==> src/rtl/pipe_csa_addsub.sv <==
// Two-stage carry-select adder/subtractor with valid/ready handshake on both sides.
// Optional build macro CSA_SAT_EN saturates S on signed overflow; by default S wraps.
module pipe_csa_addsub #(
  parameter int WIDTH = 32,
  parameter int SEG   = 8
) (
  input  logic             clock,
  input  logic             reset,
  input  logic             in_valid,
  output logic             in_ready,
  input  logic [WIDTH-1:0] A,
  input  logic [WIDTH-1:0] B,
  input  logic             cin,
  input  logic             sub,
  output logic             out_valid,
  input  logic             out_ready,
  output logic [WIDTH-1:0] S,
  output logic             Cout,
  output logic             Ovf,
  output logic             Zero
);
  localparam int N = WIDTH / SEG;

  // Stage 1: effective operand and carry-in, segment sums for both possible carries
  logic [WIDTH-1:0]        b_eff;
  logic                    c_in_eff;
  logic [SEG:0]            seg0_d;
  logic [N-1:1][SEG:0]     alt0_d;
  logic [N-1:1][SEG:0]     alt1_d;

  assign b_eff    = sub ? ~B : B;
  assign c_in_eff = sub | cin;
  assign seg0_d   = {1'b0, A[SEG-1:0]} + {1'b0, b_eff[SEG-1:0]} + {{SEG{1'b0}}, c_in_eff};

  generate
    for (genvar gi = 1; gi < N; gi++) begin : g_seg
      assign alt0_d[gi] = {1'b0, A[gi*SEG +: SEG]} + {1'b0, b_eff[gi*SEG +: SEG]};
      assign alt1_d[gi] = {1'b0, A[gi*SEG +: SEG]} + {1'b0, b_eff[gi*SEG +: SEG]}
                          + {{SEG{1'b0}}, 1'b1};
    end
  endgenerate

  logic                s1_valid_q;
  logic [SEG:0]        seg0_q;
  logic [N-1:1][SEG:0] alt0_q;
  logic [N-1:1][SEG:0] alt1_q;
  logic                a_sign_q;
  logic                b_sign_q;
  logic                sub_q;

  logic                s2_valid_q;
  logic [WIDTH-1:0]    s_q;
  logic                cout_q;
  logic                ovf_q;
  logic                zero_q;

  // Stage 2: carry ripples only through the per-segment select muxes
  logic [WIDTH-1:0] s_raw;
  logic             carry;
  logic             cout_d;
  logic             ovf_d;
  logic [WIDTH-1:0] s_d;
  logic             zero_d;
  logic             c_into_msb;

  always_comb begin
    carry           = seg0_q[SEG];
    s_raw           = '0;
    s_raw[SEG-1:0]  = seg0_q[SEG-1:0];
    for (int i = 1; i < N; i++) begin
      s_raw[i*SEG +: SEG] = carry ? alt1_q[i][SEG-1:0] : alt0_q[i][SEG-1:0];
      carry               = carry ? alt1_q[i][SEG]     : alt0_q[i][SEG];
    end
  end

  // Carry into the MSB is recovered from the MSB sum bit and the MSB operand bits
  assign cout_d     = carry;
  assign c_into_msb = s_raw[WIDTH-1] ^ a_sign_q ^ (b_sign_q ^ sub_q);
  assign ovf_d      = c_into_msb ^ cout_d;

`ifdef CSA_SAT_EN
  assign s_d = !ovf_d   ? s_raw :
               a_sign_q ? {1'b1, {(WIDTH-1){1'b0}}} :
                          {1'b0, {(WIDTH-1){1'b1}}};
`else
  assign s_d = s_raw;
`endif
  assign zero_d = (s_d == '0);

  // Handshake: a stage advances when the stage after it is empty or advancing
  logic ld2;
  logic ld1;
  assign ld2      = !s2_valid_q | out_ready;
  assign ld1      = !s1_valid_q | ld2;
  assign in_ready = !reset & ld1;

  always_ff @(posedge clock) begin
    if (reset) begin
      s1_valid_q <= 1'b0;
      seg0_q     <= '0;
      alt0_q     <= '0;
      alt1_q     <= '0;
      a_sign_q   <= 1'b0;
      b_sign_q   <= 1'b0;
      sub_q      <= 1'b0;
      s2_valid_q <= 1'b0;
      s_q        <= '0;
      cout_q     <= 1'b0;
      ovf_q      <= 1'b0;
      zero_q     <= 1'b0;
    end else begin
      if (ld1) begin
        s1_valid_q <= in_valid;
      end
      if (ld1 && in_valid) begin
        seg0_q   <= seg0_d;
        alt0_q   <= alt0_d;
        alt1_q   <= alt1_d;
        a_sign_q <= A[WIDTH-1];
        b_sign_q <= B[WIDTH-1];
        sub_q    <= sub;
      end
      if (ld2) begin
        s2_valid_q <= s1_valid_q;
      end
      if (ld2 && s1_valid_q) begin
        s_q    <= s_d;
        cout_q <= cout_d;
        ovf_q  <= ovf_d;
        zero_q <= zero_d;
      end
    end
  end

  assign out_valid = s2_valid_q;
  assign S         = s_q;
  assign Cout      = cout_q;
  assign Ovf       = ovf_q;
  assign Zero      = zero_q;
endmodule
==> config.mk <==
export PLATFORM = sky130hd
export DESIGN_NAME = pipe_csa_addsub
export DESIGN_NICKNAME = d
export VERILOG_FILES = /design/src/rtl/pipe_csa_addsub.sv
export SDC_FILE = /design/constraint.sdc
export NUM_CORES = 1
export LEC_CHECK = 0
export BUFFER_PORTS_ARGS = -buffer_cell sky130_fd_sc_hd__buf_2
export CORE_ASPECT_RATIO = 1.75
export CORE_MARGIN = 3
export CORE_UTILIZATION = 51
export DETAILED_ROUTE_END_ITERATION = 10
export GPL_ROUTABILITY_DRIVEN = 0
export PLACE_DENSITY = 0.76
export SYNTH_ARGS = -nofsm -noshare
export SYNTH_HDL_FRONTEND = slang
export SYNTH_SLANG_ARGS = --single-unit
export TNS_END_PERCENT = 20
==> constraint.sdc <==
create_clock -name clock -period 3.15 [get_ports clock]
set_input_delay 0.1575 -clock clock [delete_from_list [all_inputs] [get_ports clock]]
set_output_delay 0.1575 -clock clock [all_outputs]
set_load 0.01 [all_outputs]
==> results of run 1 <==
## registers in the layout, summed over array words and instances, names as in the netlist
name and count:
Zero 1, a_sign_q 1, b_sign_q 1, out_valid 1
Ovf 1, sub_q 1, alt0_q 27, S 32
s1_valid_q 1, Cout 1, alt1_q 27, seg0_q 9
## per-layer routing
layer	routed length [µm]	part of all wire, %
met1	5760	45
met2	6290	49
met3	516	4.0
met4	346	2.7
met5	0	0
## final timing paths
check	startpoint	end	slack (ns)	cells after the start
worst max register to register	out_valid$_SDFFE_PP0P_	alt0_q[18]$_SDFFE_PP0P_	1.04	6
worst min-delay path	in_valid	s1_valid_q$_SDFFE_PP0N_	0.06	3
worst max-delay path	sub	seg0_q[8]$_SDFFE_PP0P_	0.59	12
worst min register to register	S[4]$_SDFFE_PP0P_	S[4]$_SDFFE_PP0P_	0.46	2
## cell type report
cell class	instances	area (µm²)
Clock buffer	9	225
Clock inverter	7	77.6
Fill cell	1027	4370
Inverter	18	67.6
Multi-Input combinational cell	546	3670
Sequential cell	103	2060
Tap cell	132	165
Timing Repair Buffer	118	658
## cell usage in the layout (no fill, tap or decap), types with 13 or more instances in the layout
cell type	n
buf_2	106
xnor2_1	26
a211oi_1	56
xor2_1	48
inv_1	18
mux2i_1	26
nor3_1	13
a21oi_1	55
nor2_1	78
nand2_1	89
dfxtp_1	103
ha_1	37
## power groups by stage
stage          logic (mW)  registers [mW]  clock network (mW)
2_1_floorplan       0.848            1.55                   0
3_3_place_gp         1.09            1.55                   0
3_5_place_dp         1.13            1.56                   0
4_1_cts              1.14            1.53                1.14
5_1_grt              1.27            1.54                1.19
6_report             1.14            1.53                1.12
## worst max-delay path, stage by stage
cell,delay (ns)
buf_2,0.16
buf_4,0.19
or2_2,0.31
fa_1,0.40
fa_1,0.42
a21o_1,0.17
a21oi_1,0.23
o21bai_1,0.10
a21oi_1,0.24
o21bai_1,0.09
a211oi_1,0.23
nor3_1,0.07
## stage by stage
| stage | util [%] | cell area, µm² | setup WS (ns) | power, mW | cells |
|---|---|---|---|---|---|
| 2_1_floorplan | - | 5990 | 0.0186 | 2.40 | 710 |
| 3_3_place_gp | 58.6 | 6620 | 0.350 | 2.64 | 917 |
| 3_5_place_dp | 58.6 | 6620 | 0.258 | 2.69 | 917 |
| 4_1_cts | 61.3 | 6930 | 0.625 | 3.80 | 933 |
| 5_1_grt | 61.3 | 6930 | 0.439 | 4.01 | 933 |
| 6_report | 61.3 | 6930 | 0.589 | 3.78 | 933 |
## logic make-up (layout without fill, tap and decap cells)
kind of cell / after synthesis / in the layout / share of synthesized area, %
multiplexers: 26 / 26 / 4.35
AND/OR/NAND/NOR: 242 / 242 / 18.4
AO/OA/AOI/OAI: 162 / 162 / 18.2
XOR/XNOR: 74 / 74 / 10.8
flip-flops: 103 / 103 / 34.4
buffers and inverters: 61 / 152 / 4.37
adder cells (fa/ha/maj): 42 / 42 / 9.41
==> impl_metrics.tcl, run 1 <==
set metrics [dict create \
    outcome "finished, final reports clean" \
    path_max_fanout 9 \
    die-area_mm2 0.0131 \
    synth_fp_nets 822 \
    synth.area.top_cells "dfxtp_1, ha_1, a211oi_1, xor2_1, nand2_1" \
    met3_usage_pct 3.37 \
    clock_sinks 103 \
    post-route-drc-count 0 \
    relSlewSlack_pct 40.1 \
    row_count 51 \
    vdd.ir_drop.worst_mv 0.264 \
    power_frac_seq_pct 40.4 \
    async_reset_ff_share_pct 0 \
    grt_pass1_vias 5027 \
    synth_area_per_cell_um2 8.43 \
    hpwl_um 10100 \
    setup_viol 0 \
    hold_slack_ns 0.0648 \
    synth_largest_area_cell "dfxtp_1" \
    max_freq_ghz 0.391 \
    synth_edf_count 0 \
    startpoint_type "input pin" \
    start_util_pct 53.0 \
    drtAntennaViolNets 0 \
    internal-power_mw 2.56 \
    ys_warn_count 0 \
    vias_per_cell 5.46 \
    grt_use_total_pct 20.3 \
    rsz0062_at_grt "false" \
    finalHoldViolations 0 \
    tns_ns 0 \
    antenna_found_initial 0 \
    max_cap_violations 0 \
    cts_hold_buf 0 \
    wl_um 12900 \
    final-max-slew-violation-count 0 \
    fin_crit_sh_pct 81.3 \
    syn_inst 710 \
    period_needed_ns 2.56 \
    htree_levels 3 \
    drt_first_pass_iters 4 \
    clockPowerShare_pct 29.6 \
    ys_seq_area_share_pct 34.4 \
    cts-resized-gates 0 \
    clkTransAtPathRegs_ns 0.07 \
    synth_ff_type "dfxtp_1" \
    required_ns 3.37 \
    hold_path_class "in2reg" \
    power.switching_mw 1.22 \
    die_h_um 149 \
    num_antenna_cells 0 \
    skew_ns 0.00775 \
    worst_slew_pin_slew_ns 0.896 \
    yosysMostFrequentCell "dfxtp_1" \
    final_nets 908 \
    cts_post_setup_buffers_inserted 0 \
    drt_iter0_drc 196 \
    io_pins 107 \
    netlist_area_mm2 0.00599 \
    cts-root-buf "clkbuf_16" \
    io_buffers 106 \
    end_kind "flip-flop" \
    drive_gt1_share_pct 17.9 \
    vias 5097 \
    wl_per_cell_um 13.8 \
    ys_seq_elements 103 \
    yosys-top-cells-count "dfxtp_1, nand2_1, nor2_1" \
    cts_buffer_depth 2 \
    combPwrFrac_pct 30.0 \
    grt.busiest_layer "met2" \
    grt-ovfl-total 0 \
    grt_max_degree 59 \
    powerDensity_mw_per_mm2 546 \
    yosysTopAreaCellShare_pct 34.4 \
    grt_use_met2_pct 33.5 \
    area_growth_pct 15.7 \
    cts_buffers 9 \
    crit_type "in2reg" \
    swShare_pct 32.2 \
    p_leak_nw 3.05 \
    use_met1_pct 26.0 \
    die_w_um 87.9 \
    grt_pass1_wl_um 21900 \
    core_region_area_mm2 0.0113 \
    arrival_ns 2.78 \
    synth.distinct_cells 55 \
    tritoncts "yes" \
    insertion_delay_ns 0.35 \
]
(Power assumes the default switching activity.)
==> run 2: changes to the inputs <==
==> constraint.sdc (replaced) <==
create_clock -name clock -period 2.3 [get_ports clock]
set_input_delay 0.115 -clock clock [delete_from_list [all_inputs] [get_ports clock]]
set_output_delay 0.115 -clock clock [all_outputs]
set_load 0.01 [all_outputs]
==> run 2 against run 1 <==
Via count grew 8.7%. Non-clock buffer count grew 83. Clock skew shrank 0.0020 ns. Wire length grew 11%. Utilization grew 6.4 points. Power grew 44%. Critical endpoint unchanged. Register-to-register slack lost 0.68 ns. Hold slack lost 0.019 ns.
==> impl_metrics.tcl, run 2 (synthesized netlist as in run 1, its figures left out) <==
set metrics [dict create \
    clkTransAtPathRegs_ns 0.06 \
    final-max-slew-violation-count 0 \
    path_cells "buf_8 > buf_6 > or2_4 > fa_2 > fa_2 > a21o_1 > a21oi_2 > o21bai_1 > a21oi_2 > o21bai_1 > a211oi_1 > nor3_1" \
    ff2ff_path_depth 7 \
    clock_sinks 103 \
    cts_buffers 9 \
    critPathSlowestCell "fa_2" \
    max_cap_violations 0 \
    hold_slack_ns 0.0457 \
    startpoint_type "input pin" \
    tritoncts "yes" \
    io_pins 107 \
    hold_depth 3 \
    max_freq_ghz 0.451 \
    largest_reg_flops 32 \
    wl_um 14300 \
    wl_per_cell_um 14.2 \
    hpwl_um 11300 \
    cts_buffer_depth 2 \
    antenna_found_initial 0 \
    grt_pass1_vias 5462 \
    hold_path_class "in2reg" \
    rrSetupSlack_ns 0.36 \
    drt_iter0_drc 291 \
    finalHoldViolations 0 \
    final_nets 991 \
    relSlewSlack_pct 54.2 \
    most-common-layout-cells "buf_2, dfxtp_1, buf_4" \
    finalPower_mw 5.43 \
    layout_commonest_cell "buf_2" \
    row_count 51 \
    outcome "finished, final reports clean" \
    grt_max_degree 60 \
    num_antenna_cells 0 \
    die_w_um 87.9 \
    period_needed_ns 2.22 \
    die_h_um 149 \
    p_leak_nw 3.46 \
    worst_slew_pin_slew_ns 0.687 \
    cts-root-buf "clkbuf_16" \
    slowest_delay_ns 0.39 \
    vias_per_cell 5.48 \
    powerDensity_mw_per_mm2 710 \
    nFillCells 916 \
    die-area_mm2 0.0131 \
    vias 5541 \
    vdd.ir_drop.worst_mv 0.339 \
    post-route-drc-count 0 \
    path_max_fanout 6 \
    grt_pass1_wl_um 24200 \
    area_growth_pct 27.8 \
    arrival_ns 2.41 \
    grt_use_total_pct 22.5 \
    drive_gt1_share_pct 28.5 \
    end_kind "flip-flop" \
    start_util_pct 53.0 \
    skew_ns 0.00572 \
    setup_viol 0 \
    grt-ovfl-total 0 \
    insertion_delay_ns 0.34 \
    cts_hold_buf 0 \
    crit_type "in2reg" \
    fin_crit_sh_pct 96.4 \
    io_buffers 106 \
    htree_levels 3 \
    required_ns 2.49 \
    core_region_area_mm2 0.0113 \
    drtAntennaViolNets 0 \
    drt_first_pass_iters 4 \
]
==> run 2: what timing repair did <==
item | CTS | global route
hold endpoints to repair | 0 | 0
endpoints found under the setup margin | 0 | 14
setup buffers | 0 | 4
gates resized for setup | 0 | 20
==> run 2: final cells by class <==
class / count / area [µm²] / area share, %
Multi-Input combinational cell: 546 / 3800 / 49.7
Sequential cell: 103 / 2060 / 27.0
Timing Repair Buffer: 201 / 1290 / 16.9
Clock buffer: 11 / 253 / 3.30
Tap cell: 132 / 165 / 2.16
Inverter: 18 / 67.6 / 0.883
Clock inverter: 1 / 7.51 / 0.0981
==> run 2: worst paths after layout <==
path / start / to
worst max-delay path: sub / seg0_q[8]$_SDFFE_PP0P_
worst min register to register: S[4]$_SDFFE_PP0P_ / S[4]$_SDFFE_PP0P_
worst max register to register: out_valid$_SDFFE_PP0P_ / alt1_q[18]$_SDFFE_PP0P_
worst min-delay path: in_valid / s1_valid_q$_SDFFE_PP0N_
==> run 2: worst max-delay path, delay by kind of cell <==
| family | cells | cell delay [ns] |
|---|---|---|
| adder cells (fa/ha/maj) | 2 | 0.77 |
| AND/OR/NAND/NOR | 2 | 0.31 |
| buffers and inverters | 2 | 0.23 |
| AO/OA/AOI/OAI | 6 | 0.96 |
==> run 2: where the power goes <==
part,switching [mW],internal [mW]
combinational,0.970,0.989
clock,0.605,0.768
sequential,0.130,1.97
total,1.70,3.72
==> run 2: routing by layer <==
metal | GRT usage [%] | wire [µm] | vias up
li1 | - | - | 2828
met1 | 27.4 | 6160 | 2550
met2 | 39.6 | 7360 | 138
met3 | 3.15 | 522 | 25
met4 | 8.14 | 308 | 0
met5 | 0 | 0 | -
==> run 2: stage by stage <==
| step | TNS [ns] | utilization, % | setup WS (ns) | std cells | cell area [µm²] |
|---|---|---|---|---|---|
| after floorplan | -0.560 | - | -0.212 | 710 | 6130 |
| after global placement | -2.09 | 64.5 | -0.189 | 996 | 7280 |
| after detailed placement | -3.66 | 64.5 | -0.327 | 996 | 7280 |
| after CTS | 0 | 66.8 | 0.0373 | 1008 | 7540 |
| after global routing | -0.00869 | 67.7 | -0.00494 | 1012 | 7650 |
| final | 0 | 67.7 | 0.0828 | 1012 | 7650 |
